===== config.mk =====
export PLATFORM = sky130hd
export DESIGN_NAME = register_pipe_flat
export DESIGN_NICKNAME = d
export VERILOG_FILES = /design/src/rtl/register_pipe_if.sv /design/src/rtl/register_pipe.sv /design/src/flat_wrapper.sv
export SDC_FILE = /design/constraint.sdc
export NUM_CORES = 1
export LEC_CHECK = 0
export CAP_MARGIN = 20
export CORE_AREA = 2 2 87 89
export CTS_BUF_LIST = sky130_fd_sc_hd__clkbuf_16
export CTS_CLUSTER_SIZE = 40
export DETAILED_ROUTE_END_ITERATION = 8
export DIE_AREA = 0 0 89 91
export PLACE_DENSITY_LB_ADDON = 0.08
export SETUP_SLACK_MARGIN = 0.5
export SKIP_LAST_GASP = 1
export SLEW_MARGIN = 20
export SYNTH_ARGS = -nofsm -noshare
export SYNTH_HDL_FRONTEND = slang
export SYNTH_SLANG_ARGS = --single-unit

===== constraint.sdc =====
create_clock -name clock -period 4 [get_ports clock]
set_input_delay 0.8 -clock clock [delete_from_list [all_inputs] [get_ports clock]]
set_output_delay 0.8 -clock clock [all_outputs]
set_load 0.1 [all_outputs]

===== src/rtl/register_pipe_if.sv =====
// Valid/ready bus for register_pipe: upstream word in, downstream word out,
// plus flush and occupancy.
interface register_pipe_if #(
  parameter int WIDTH = 32,
  parameter int DEPTH = 2
);
  localparam int OCC_W = $clog2(DEPTH + 1);

  logic              in_valid;
  logic [WIDTH-1:0]  in_data;
  logic              in_ready;
  logic              out_valid;
  logic [WIDTH-1:0]  out_data;
  logic              out_ready;
  logic              flush;
  logic [OCC_W-1:0]  occupancy;

  modport master (
    output in_valid, in_data, out_ready, flush,
    input  in_ready, out_valid, out_data, occupancy
  );

  modport slave (
    input  in_valid, in_data, out_ready, flush,
    output in_ready, out_valid, out_data, occupancy
  );
endinterface


===== src/rtl/register_pipe.sv =====
// Elastic DEPTH-stage valid/ready register pipe with bubble collapsing,
// synchronous flush and a registered occupancy count.
module register_pipe_stage #(
  parameter int               WIDTH       = 32,
  parameter logic [WIDTH-1:0] RESET_VALUE = '0
) (
  input  logic             clock,
  input  logic             reset,
  input  logic             i_flush,
  input  logic             i_load,
  input  logic             i_src_vld,
  input  logic [WIDTH-1:0] i_src_data,
  output logic             o_vld,
  output logic [WIDTH-1:0] o_data
);
  logic             r_vld;
  logic [WIDTH-1:0] r_data;

  always_ff @(posedge clock or negedge reset) begin
    if (!reset) begin
      r_vld  <= 1'b0;
      r_data <= RESET_VALUE;
    end else if (i_flush) begin
      r_vld  <= 1'b0;
      r_data <= RESET_VALUE;
    end else if (i_load) begin
      r_vld <= i_src_vld;
      // Data only moves with a valid word, so idle-cycle garbage never lands here.
      if (i_src_vld) r_data <= i_src_data;
    end
  end

  assign o_vld  = r_vld;
  assign o_data = r_data;
endmodule

module register_pipe #(
  parameter int               WIDTH       = 32,
  parameter int               DEPTH       = 2,
  parameter logic [WIDTH-1:0] RESET_VALUE = '0
) (
  input  logic          clock,
  input  logic          reset,
  register_pipe_if.slave bus
);
  localparam int OCC_W = $clog2(DEPTH + 1);

  logic [DEPTH:0]                w_rdy;
  logic [DEPTH-1:0]              w_vld;
  logic [DEPTH-1:0][WIDTH-1:0]   w_data;
  logic [DEPTH-1:0]              w_src_vld;
  logic [DEPTH-1:0][WIDTH-1:0]   w_src_data;
  logic                          w_in_xfer;
  logic                          w_out_xfer;
  logic [OCC_W-1:0]              r_occ;

  // Ready ripples back from the sink; an empty stage is always ready.
  always_comb begin
    w_rdy        = '0;
    w_rdy[DEPTH] = bus.out_ready;
    for (int i = DEPTH - 1; i >= 0; i--)
      w_rdy[i] = !w_vld[i] || w_rdy[i+1];
  end

  always_comb begin
    w_src_vld     = '0;
    w_src_data    = '0;
    w_src_vld[0]  = bus.in_valid;
    w_src_data[0] = bus.in_data;
    for (int i = 1; i < DEPTH; i++) begin
      w_src_vld[i]  = w_vld[i-1];
      w_src_data[i] = w_data[i-1];
    end
  end

  for (genvar i = 0; i < DEPTH; i++) begin : g_stage
    register_pipe_stage #(
      .WIDTH       (WIDTH),
      .RESET_VALUE (RESET_VALUE)
    ) u_stage (
      .clock      (clock),
      .reset      (reset),
      .i_flush    (bus.flush),
      .i_load     (w_rdy[i]),
      .i_src_vld  (w_src_vld[i]),
      .i_src_data (w_src_data[i]),
      .o_vld      (w_vld[i]),
      .o_data     (w_data[i])
    );
  end

  assign w_in_xfer  = bus.in_valid && w_rdy[0];
  assign w_out_xfer = w_vld[DEPTH-1] && bus.out_ready;

  always_ff @(posedge clock or negedge reset) begin
    if (!reset)                       r_occ <= '0;
    else if (bus.flush)               r_occ <= '0;
    else if (w_in_xfer && !w_out_xfer) r_occ <= r_occ + OCC_W'(1);
    else if (w_out_xfer && !w_in_xfer) r_occ <= r_occ - OCC_W'(1);
  end

  assign bus.in_ready  = w_rdy[0];
  assign bus.out_valid = w_vld[DEPTH-1];
  assign bus.out_data  = w_data[DEPTH-1];
  assign bus.occupancy = r_occ;
endmodule


===== src/flat_wrapper.sv =====
// flat-port wrapper written by rule: the top's interface ports become plain ports
module register_pipe_flat 
#(
  parameter int               WIDTH       = 32,
  parameter int               DEPTH       = 2,
  parameter logic [WIDTH-1:0] RESET_VALUE = '0
)
  (clock, reset, bus_in_valid, bus_in_data, bus_out_ready, bus_flush, bus_in_ready, bus_out_valid, bus_out_data, bus_occupancy);
  register_pipe_if #(.WIDTH(WIDTH), .DEPTH(DEPTH)) bus_i ();
  input  logic clock;
  input  logic reset;
  input wire logic [$bits(bus_i.in_valid)-1:0] bus_in_valid;
  input wire logic [$bits(bus_i.in_data)-1:0] bus_in_data;
  input wire logic [$bits(bus_i.out_ready)-1:0] bus_out_ready;
  input wire logic [$bits(bus_i.flush)-1:0] bus_flush;
  output wire logic [$bits(bus_i.in_ready)-1:0] bus_in_ready;
  output wire logic [$bits(bus_i.out_valid)-1:0] bus_out_valid;
  output wire logic [$bits(bus_i.out_data)-1:0] bus_out_data;
  output wire logic [$bits(bus_i.occupancy)-1:0] bus_occupancy;
  assign bus_i.in_valid = bus_in_valid;
  assign bus_i.in_data = bus_in_data;
  assign bus_i.out_ready = bus_out_ready;
  assign bus_i.flush = bus_flush;
  assign bus_in_ready = bus_i.in_ready;
  assign bus_out_valid = bus_i.out_valid;
  assign bus_out_data = bus_i.out_data;
  assign bus_occupancy = bus_i.occupancy;
  register_pipe #(.WIDTH(WIDTH), .DEPTH(DEPTH), .RESET_VALUE(RESET_VALUE)) u_core (.clock(clock), .reset(reset), .bus(bus_i));
endmodule

# --- Word-level counts from Yosys, hierarchy flattened ---
# Index checks and enable logic that the tools add are counted.
# W data, S select, Z words.
totals:
  regBits: 68
  input_bits: 37
  output_inout_bits: 36
  elab_cells: 37
op_classes:
  add_sub_neg: 2
  mux: 13
  n_reduce_logical: 17
op_table:
  columns: ["operator", "n"]
  rows:
  - ["$mux W32", 6]
  - ["$reduce_bool A2 Y1", 4]
  - ["$mux W2", 3]
  - ["$logic_and A1 B1 Y1", 4]
  - ["$logic_not A1 Y1", 4]
  - ["$mux W1", 4]
  - ["$reduce_and A2 Y1", 2]
  - ["$reduce_bool A3 Y1", 1]
  - ["$add A2 B1 Y2 const B", 1]
  - ["$logic_or A1 B1 Y1", 2]
  - ["$sub A2 B1 Y2 const B", 1]

# --- Longest topological paths before layout ---
# Gate-level depths: netlist of run 1.
depth:
  depth_word: 9
  ltp_mapped: 5
  ltp_nobuf: 4

# --- Modules after synthesis ---
# Synthesis of run 1 repeated with hierarchy kept, for this count alone.
hier_totals:
  hier_cells: 314
  hier_area_um2: 3514.6
modules_own_cells:
  columns: ["mod", "n_inst", "cells_each", "area_each_um2", "seq_area_each_um2"]
  rows:
  - ["register_pipe_stage", 2, 149, 1674.1, 825.8]
  - ["register_pipe", 1, 16, 166.4, 50.0]

# --- Worst setup path after synthesis of run 1 ---
# Ideal clock, no wire load.
synth_timing:
  path_kind: "register -> register"
  startpoint: "register u_core.g_stage[1].u_stage.r_vld"
  endpoint: "register u_core.g_stage[0].u_stage.r_data[10]"
  setup_time_ps: 66
  t_arrival_ps: 2939
  required_time_ps: 3934
  setup_slack_ps: 995
  stages_incl_launch_ff: 5
  n_path_buf: 1
  period_less_slack_ps: 3005
  path_cell_list: "dfrtp_1 nand3b_1 a21oi_1 buf_2 a22o_1"
synth_between:
  elab_chain_len: 5
synth_rtl:
  columns: ["element", "line", "text"]
  rows:
  - ["from (decl)", "register_pipe.sv:16", "logic r_vld;"]
  - ["from (signal assigned)", "register_pipe.sv:27", "r_vld <= i_src_vld;"]
  - ["$logic_not A1 Y1", "register_pipe.sv:62", "w_rdy[i] = !w_vld[i] || w_rdy[i+1];"]
  - ["$logic_or A1 B1 Y1 (2 in series)", "register_pipe.sv:62", null]
  - ["net bus_in_ready", "flat_wrapper.sv:16", "output wire logic [$bits(bus_i.in_ready)-1:0] bus_in_ready;"]
  - ["$reduce_bool A2 Y1 (no line)", null, null]
  - ["$reduce_and A2 Y1 (no line)", null, null]
  - ["to (signal assigned)", "register_pipe.sv:29", "if (i_src_vld) r_data <= i_src_data;"]
  - ["to (decl)", "register_pipe.sv:17", "logic [WIDTH-1:0] r_data;"]
# The timed path passes the listed nets, and every way through them passes these cells.
# A chain may end at the register's enable or synchronous reset.

# --- Worst setup path after layout of run 1 ---
layout_timing:
  startpoint: "input port bus_out_ready"
  endpoint: "output port bus_in_ready"
layout_between:
  elab_chain_len: 2
layout_rtl:
  columns: ["element", "line", "text"]
  rows:
  - ["from (decl)", "flat_wrapper.sv:14", "input wire logic [$bits(bus_i.out_ready)-1:0] bus_out_ready;"]
  - ["$logic_or A1 B1 Y1 (2 in series)", "register_pipe.sv:62", null]
  - ["to (decl)", "flat_wrapper.sv:16", null]
# No other way between the ends.

==> results of run 1 <==
## worst paths after layout
check	to	startpoint	cells after the start	slack (ns)
worst min register to register	u_core.g_stage[1].u_stage.o_data[11]	u_core.g_stage[0].u_stage.o_data[11]	1	0.49
worst min-delay path	u_core.g_stage[1].u_stage.o_data[11]	u_core.g_stage[0].u_stage.o_data[11]	1	0.49
min in group asynchronous	u_core.bus.occupancy[0]	reset	1	0.57
worst max register to register	u_core.g_stage[0].u_stage.o_data[27]	u_core.g_stage[0].u_stage.o_vld	3	2.19
worst max-delay path	bus_in_ready	bus_out_ready	3	1.31
max in group asynchronous	u_core.g_stage[1].u_stage.o_data[13]	reset	2	2.50
## registers in the layout (all words and copies together) (netlist names)
name / flops
u_core.g_stage.u_stage.o_data: 64
u_core.bus.occupancy: 2
u_core.g_stage.u_stage.o_vld: 2
## logic make-up after synthesis
group | Yosys count | synth area share
DFF | 68 | 0.6904
and+or+nand+nor | 13 | 0.03401
AOI/OAI and AO/OA | 73 | 0.2513
buffers and inverters | 15 | 0.02437
## metal layers
metal / global-route usage / vias up
met3: 0.05818 / 6
met4: 0.04478 / 0
met5: 0 / -
met1: 0.2278 / 859
met2: 0.1996 / 59
li1: - / 795
## power by group
group          internal [W]  total, W  switching (W)
sequential         0.000720  0.000741      0.0000211
clock              0.000479  0.000761       0.000282
combinational     0.0000800  0.000233       0.000153
total               0.00128   0.00173       0.000456
## layout make-up
cell class                      instances  share of cell area
Clock inverter                          7             0.01881
Multi-Input combinational cell         86              0.2034
Inverter                                2            0.002090
Tap cell                               99             0.03448
Sequential cell                        68              0.4737
Clock buffer                            9             0.06270
Timing Repair Buffer                   75              0.2048
## cells in the final DEF, fill, tap and decap left out, types with 4 or more instances in the layout
master,n
a22o_1,64
dfrtp_1,68
buf_4,4
clkdlybuf4s50_1,70
clkbuf_16,9
clkinv_2,4
## per-stage QoR
step                       power, W  area, µm²  worst slack [ns]    util  cells
final                      0.001734       3592             1.310  0.5033    346
after global routing       0.001811       3592             1.242  0.5033    346
after CTS                  0.001759       3592             1.296  0.5033    346
after detailed placement  0.0009877       3299             1.301  0.4623    330
after global placement    0.0009869       3299             1.318  0.4623    330
after floorplan           0.0008908       2465            0.9946       -    169
==> flow_summary.json, run 1 <==
{
  "dr_total_vias": 1719,
  "crit_buf_inv": 2,
  "clk_pin_slew_ns": 0.06,
  "cap_violations": 0,
  "ir_drop_v": 0.0002575,
  "synthCells": 169,
  "n_antenna_cell": 0,
  "grt_pass1_wl_um": 9280,
  "nNetsFinal": 279,
  "crit_family": "buffers and inverters",
  "portBuffers": 72,
  "hold_viol_final": 0,
  "path_class": "input pin to output pin",
  "yosys-top-cells-area": "dfrtp_1 (69%), a22o_1 (23%), clkbuf_1 (1.5%), a21oi_1 (0.81%), buf_2 (0.61%)",
  "fp.dieW_um": 89,
  "path_cells": "clkdlybuf4s50_1 -> nand3b_1 -> buf_4",
  "ys_seq_elements": 68,
  "holdWs_ns": 0.4866,
  "min_path_type": "register to register",
  "regArea_um2": 1702,
  "critPathRequiredTime_ns": 3.20,
  "synth_flop_cell": "dfrtp_1",
  "rows": 31,
  "critPathMaxFanout": 5,
  "cp-start-kind": "input pin",
  "cts_hold_buffers": 0,
  "via_per_inst": 4.968,
  "clk_latency_ns": 0.32,
  "end_kind": "output pin",
  "post_cts_buffers": 0,
  "grt_max_degree": 38,
  "yosysSeqAreaShare": 0.6904,
  "fin_skew_ns": 0.006925,
  "clock-sinks": 68,
  "syn-cell-area_um2": 2465,
  "dp_hpwl_um": 3352,
  "fp.coreArea_um2": 7137,
  "area_growth_pct": 45.74,
  "cts_buffers": 9,
  "grt_util_all_layers": 0.1507,
  "synth-edff-count": 0,
  "pin_count": 73,
  "cts_buffer_depth": 2,
  "fin_tns_setup_ns": 0,
  "layout-drive-gt1-share": 0.1053,
  "start_util": 0.3454,
  "async_flop_share": 1.000,
  "relSlewSlack": 0.3428,
  "htreeDepth": 3,
  "finalCriticalPeriod_ns": 2.690,
  "wl_per_cell_um": 16.25,
  "first_global_vias": 1791,
  "yosysMostFrequentCell": "dfrtp_1",
  "multi_input_area_um2": 730.7,
  "gp_congestion": 0.6563,
  "cpPeakStageDelay_ns": 0.52,
  "wl_met1_um": 2805,
  "leakagePower_nw": 1.642,
  "antenna_found_initial": 0,
  "worstMarginPinSlew_ns": 0.9828,
  "synth_top_area_share": 0.6904,
  "synth_top_cell_by_area": "dfrtp_1",
  "root_buffer": "clkbuf_16",
  "crit_slowest_cell": "clkdlybuf4s50_1",
  "ys_types": 20,
  "grt_overflow": 0,
  "met2WireLength_um": 2406,
  "maxSlewViolCount": 0,
  "setup_violations": 0,
  "status": "completed",
  "drt_iter0_markers": 67,
  "rsz0062_at_grt": "no",
  "top_layer": "met4",
  "die-area_um2": 8099,
  "syn_area_per_cell_um2": 14.58,
  "period_share": 0.6724,
  "fmax_ghz": 0.3718,
  "syn-num-nets": 206,
  "dr.pass1.iters": 4,
  "ant_nets": 0,
  "wl_met3_um": 344,
  "power_density_nw_per_um2": 482.8,
  "drcViolationCount": 0,
  "die_h_um": 91,
  "wl_um": 5623,
  "cts_tree": "built",
  "worstPathArrival_ns": 1.89,
  "cts.repair.resized": 0,
  "synth.cells.most_frequent": "dfrtp_1 (68), a22o_1 (64), clkbuf_1 (10)",
  "ys_warn_count": 0,
  "nFillCells": 642
}
No activity file was read; power rests on OpenSTA's default activity.
==> run 2, diff against run 1 <==
==> constraint.sdc (replaced) <==
create_clock -name clock -period 2.4 [get_ports clock]
set_input_delay 0.48 -clock clock [delete_from_list [all_inputs] [get_ports clock]]
set_output_delay 0.48 -clock clock [all_outputs]
set_load 0.1 [all_outputs]
==> flow_summary.json, run 2 (synthesized netlist as in run 1, its figures left out) <==
{
  "status": "completed",
  "clk_latency_ns": 0.32,
  "critPathRequiredTime_ns": 2.60,
  "period_share": 0.7465,
  "grt_max_degree": 32,
  "cts_buffers": 9,
  "first_global_vias": 1892,
  "crit_top_cell": "buf_4",
  "path_class": "input pin to register",
  "rsz0062_at_grt": "no",
  "nFillCells": 644,
  "htreeDepth": 3,
  "die_h_um": 91,
  "worstPathArrival_ns": 2.00,
  "cp-start-kind": "input pin",
  "critPathMaxFanout": 21,
  "rows": 31,
  "setup_violations": 0,
  "area_growth_pct": 47.31,
  "final_common_cell": "dfrtp_1",
  "wl_per_cell_um": 17.01,
  "root_buffer": "clkbuf_16",
  "crit_buf_inv": 3,
  "cpPeakStageDelay_ns": 0.77,
  "dr.pass1.iters": 4,
  "grt_overflow": 0,
  "grt_pass1_wl_um": 9673,
  "via_per_inst": 5.037,
  "path_cells": "clkdlybuf4s50_1 -> buf_4 -> a21oi_4 -> buf_4 -> a22o_1",
  "cts_hold_buffers": 0,
  "end_kind": "register",
  "start_util": 0.3454,
  "pin_count": 73,
  "wl_um": 6020,
  "crit_family": "buffers and inverters",
  "fin_skew_ns": 0.004064,
  "cts_tree": "built",
  "fp.dieW_um": 89,
  "holdWs_ns": 0.04608,
  "drt_iter0_markers": 75,
  "portBuffers": 72,
  "clock-sinks": 68,
  "min_path_type": "input pin to async pin",
  "final_cell_mix": "dfrtp_1 (67), a22o_1 (64), buf_4 (45)",
  "cap_violations": 0,
  "ir_drop_v": 0.0003758,
  "worstMarginPinSlew_ns": 0.5064,
  "gp_congestion": 0.6614,
  "nNetsFinal": 288,
  "relSlewSlack": 0.6617,
  "n_antenna_cell": 0,
  "dp_hpwl_um": 3656,
  "maxSlewViolCount": 0,
  "fp.coreArea_um2": 7137,
  "fin_tns_setup_ns": 0,
  "power_density_nw_per_um2": 821.8,
  "finalCriticalPeriod_ns": 1.792,
  "antenna_found_initial": 0,
  "layout-drive-gt1-share": 0.2706,
  "leakagePower_nw": 1.769,
  "clk_pin_slew_ns": 0.05,
  "hold_viol_final": 0,
  "drcViolationCount": 0,
  "cts_buffer_depth": 2,
  "crit_slowest_cell": "clkdlybuf4s50_1",
  "die-area_um2": 8099,
  "largest_register_ff_count": 64,
  "fmax_ghz": 0.5581,
  "dr_total_vias": 1783,
  "ant_nets": 0,
  "grt_util_all_layers": 0.1593
}
-- run 2: cell count changes in the layout (fill, tap and decap cells not counted), sizes merged --
| cell | previous run | this run |
|---|---|---|
| bufinv | 1 | 2 |
| a21oi | 4 | 5 |
| clkinvlp | 0 | 1 |
| buf | 5 | 48 |
| clkinv | 6 | 3 |
| dlymetal6s2s | 0 | 1 |
| clkdlybuf4s50 | 70 | 34 |
-- run 2: layout make-up --
type / count / area, µm² / area share
Sequential cell: 68 / 1705 / 0.4697
Multi-Input combinational cell: 87 / 753.2 / 0.2074
Tap cell: 99 / 123.9 / 0.03411
Inverter: 2 / 7.507 / 0.002068
Clock inverter: 6 / 80.08 / 0.02205
Timing Repair Buffer: 83 / 735.7 / 0.2026
Clock buffer: 9 / 225.2 / 0.06203
-- run 2: where the power goes --
part | internal [W] | switching [W] | leakage (nW)
logic | 0.000138 | 0.000261 | 0.703
registers | 0.00120 | 0.0000359 | 0.920
clock network | 0.000893 | 0.000455 | 0.146
-- run 2: path summary, 6_finish.rpt --
check | start | to | slack, ns | cells past startpoint
max | bus_flush | u_core.g_stage[0].u_stage.o_data[3] | 0.61 | 5
min | reset | u_core.g_stage[1].u_stage.o_data[19] | 0.05 | 1
max reg2reg | u_core.g_stage[0].u_stage.o_vld | u_core.g_stage[0].u_stage.o_data[3] | 0.76 | 5
min reg2reg | u_core.g_stage[0].u_stage.o_data[30] | u_core.g_stage[1].u_stage.o_data[30] | 0.49 | 1
max in group asynchronous | reset | u_core.g_stage[0].u_stage.o_data[21] | 1.66 | 2
min in group clock | u_core.g_stage[0].u_stage.o_data[30] | u_core.g_stage[1].u_stage.o_data[30] | 0.49 | 1
-- run 2: worst reg2reg max path, cell delays in order, from the launching register on --
cell and delay (ns):
dfrtp_1 0.56, nand3b_1 0.21, buf_4 0.21, a21oi_4 0.12, buf_4 0.28, a22o_1 0.21
-- run 2: through the flow --
step | worst slack [ns] | cells | instance area (µm²) | total power (W) | util
floorplan | 0.05458 | 169 | 2502 | 0.001492 | -
global placement | 0.1179 | 337 | 3293 | 0.001650 | 0.4614
detailed placement | 0.09381 | 337 | 3293 | 0.001652 | 0.4614
finish | 0.6083 | 354 | 3631 | 0.002984 | 0.5088
CTS | 0.5120 | 354 | 3622 | 0.003025 | 0.5075
global route | 0.5620 | 354 | 3631 | 0.003105 | 0.5088
-- run 2: what timing repair did --
item                       in CTS  in global routing
hold endpoints to repair        0                  0
gates resized for setup         1                  2
buffers inserted                1                  0
pin swaps                       1                  0
gates cloned                    1                  0
setup endpoints to repair      33                  3
-- run 2: metal layers --
| metal | global-route usage | up-vias | wire length (µm) |
|---|---|---|---|
| li1 | - | 820 | - |
| met1 | 0.2044 | 902 | 2659 |
| met2 | 0.2456 | 52 | 2944 |
| met3 | 0.05182 | 9 | 354 |
| met4 | 0.06716 | 0 | 62 |
| met5 | 0 | - | 0 |
==> run 3, diff against run 2 <==
==> constraint.sdc (replaced) <==
create_clock -name clock -period 1.84 [get_ports clock]
set_input_delay 0.368 -clock clock [delete_from_list [all_inputs] [get_ports clock]]
set_output_delay 0.368 -clock clock [all_outputs]
set_load 0.1 [all_outputs]
==> flow_summary.json, run 3 (synthesized netlist as in run 1, its figures left out) <==
{
  "leakagePower_nw": 1.994,
  "die_h_um": 91,
  "maxSlewViolCount": 0,
  "worstPathArrival_ns": 1.23,
  "finalCriticalPeriod_ns": 1.601,
  "largest_register_ff_count": 64,
  "grt_overflow": 0,
  "final_cell_mix": "dfrtp_1 (65), a22o_1 (64), buf_12 (41)",
  "relSlewSlack": 0.6388,
  "final_common_cell": "dfrtp_1",
  "crit_slowest_cell": "dfrtp_4",
  "fp.coreArea_um2": 7137,
  "n_antenna_cell": 0,
  "antenna_found_initial": 0,
  "power_density_nw_per_um2": 896.4,
  "die-area_um2": 8099,
  "dr_total_vias": 1860,
  "setup_violations": 0,
  "critPathRequiredTime_ns": 1.47,
  "drt_iter0_markers": 85,
  "rsz0062_at_grt": "yes",
  "power_w": 0.003893,
  "final_cell_area_um2": 4343,
  "pin_count": 73,
  "fmax_ghz": 0.6244,
  "grt_util_all_layers": 0.1723,
  "fp.dieW_um": 89,
  "via_per_inst": 5.013,
  "drcViolationCount": 0,
  "cap_violations": 0,
  "nNetsFinal": 307,
  "clk_latency_ns": 0.32,
  "path_class": "register to output pin",
  "holdWs_ns": 0.05063,
  "period_share": 0.8704,
  "end_kind": "output pin",
  "status": "completed",
  "root_buffer": "clkbuf_16",
  "worstMarginPinSlew_ns": 0.5406,
  "cts_buffer_depth": 2,
  "grt_pass1_wl_um": 10430,
  "cpPeakStageDelay_ns": 0.49,
  "htreeDepth": 3,
  "fin_tns_setup_ns": 0,
  "first_global_vias": 2021,
  "portBuffers": 72,
  "cp-start-kind": "register",
  "ant_nets": 0,
  "cts_buffers": 9,
  "cts_tree": "built",
  "wl_um": 6511,
  "cts_hold_buffers": 0,
  "min_path_type": "input pin to async pin",
  "rows": 31,
  "ir_drop_v": 0.0004798,
  "clk_pin_slew_ns": 0.05,
  "dp_hpwl_um": 3703,
  "gp_congestion": 0.6950,
  "start_util": 0.3454,
  "path_cells": "nand3b_1 -> buf_6 -> buf_12",
  "wl_per_cell_um": 17.55,
  "nFillCells": 589,
  "clock-sinks": 68,
  "critPathMaxFanout": 4,
  "dr.pass1.iters": 4,
  "hold_viol_final": 0,
  "post_dp_cell_area_um2": 3791,
  "fin_skew_ns": 0.006275,
  "grt_max_degree": 69,
  "area_growth_pct": 76.19,
  "layout-drive-gt1-share": 0.3456
}
==> run 3: where the power goes <==
group	internal [W]	total (W)	switching, W
registers	0.00157	0.00162	0.0000558
logic	0.000315	0.000686	0.000372
clock network	0.00101	0.00158	0.000570
total	0.00290	0.00389	0.000998
==> run 3: layer usage <==
metal / up-vias / part of all wire / global-route usage
li1: 852 / - / -
met1: 946 / 0.44 / 0.2318
met2: 52 / 0.49 / 0.2606
met3: 10 / 0.045 / 0.03909
met4: 0 / 0.020 / 0.08333
met5: - / 0 / 0
==> run 3: layout make-up <==
cell class	instances	area (µm²)	share of cell area
Clock buffer	9	225.2	0.05186
Clock inverter	4	43.79	0.01008
Inverter	2	7.507	0.001729
Multi-Input combinational cell	87	790.8	0.1821
Sequential cell	68	1708	0.3933
Tap cell	99	123.9	0.02852
Timing Repair Buffer	102	1444	0.3325
==> run 3: path summary, 6_finish.rpt <==
kind                       slack, ns                              endpoint  cells after the start                                 start
setup / recovery                0.24                          bus_in_ready                      3       u_core.g_stage[1].u_stage.o_vld
hold / removal                  0.05  u_core.g_stage[1].u_stage.o_data[14]                      2                                 reset
setup reg to reg                0.31  u_core.g_stage[0].u_stage.o_data[25]                      7       u_core.g_stage[1].u_stage.o_vld
hold reg to reg                 0.49  u_core.g_stage[1].u_stage.o_data[18]                      1  u_core.g_stage[0].u_stage.o_data[18]
max in group asynchronous       1.47       u_core.g_stage[1].u_stage.o_vld                      2                                 reset
min in group clock              0.49  u_core.g_stage[1].u_stage.o_data[18]                      1  u_core.g_stage[0].u_stage.o_data[18]
==> run 3: metrics by stage <==
step | cells | util | setup WS (ns)
finish | 371 | 0.6085 | 0.2385
global route | 371 | 0.6085 | 0.2121
CTS | 366 | 0.5984 | 0.2523
detailed placement | 339 | 0.5312 | -0.2837
global placement | 339 | 0.5312 | -0.2527
floorplan | 169 | - | -0.5054
==> run 3: critical path, delay by kind of cell, from the launching register on <==
kind | cells | cell delay (ns)
buffers and inverters | 2 | 0.28
DFF | 1 | 0.49
and+or+nand+nor | 1 | 0.14
==> run 3: timing repair <==
item | CTS | global route
cloned | 3 | 1
setup buffers | 11 | 4
gates resized for setup | 18 | 6
endpoints found under the setup margin | 69 | 69
pin swaps | 5 | 4
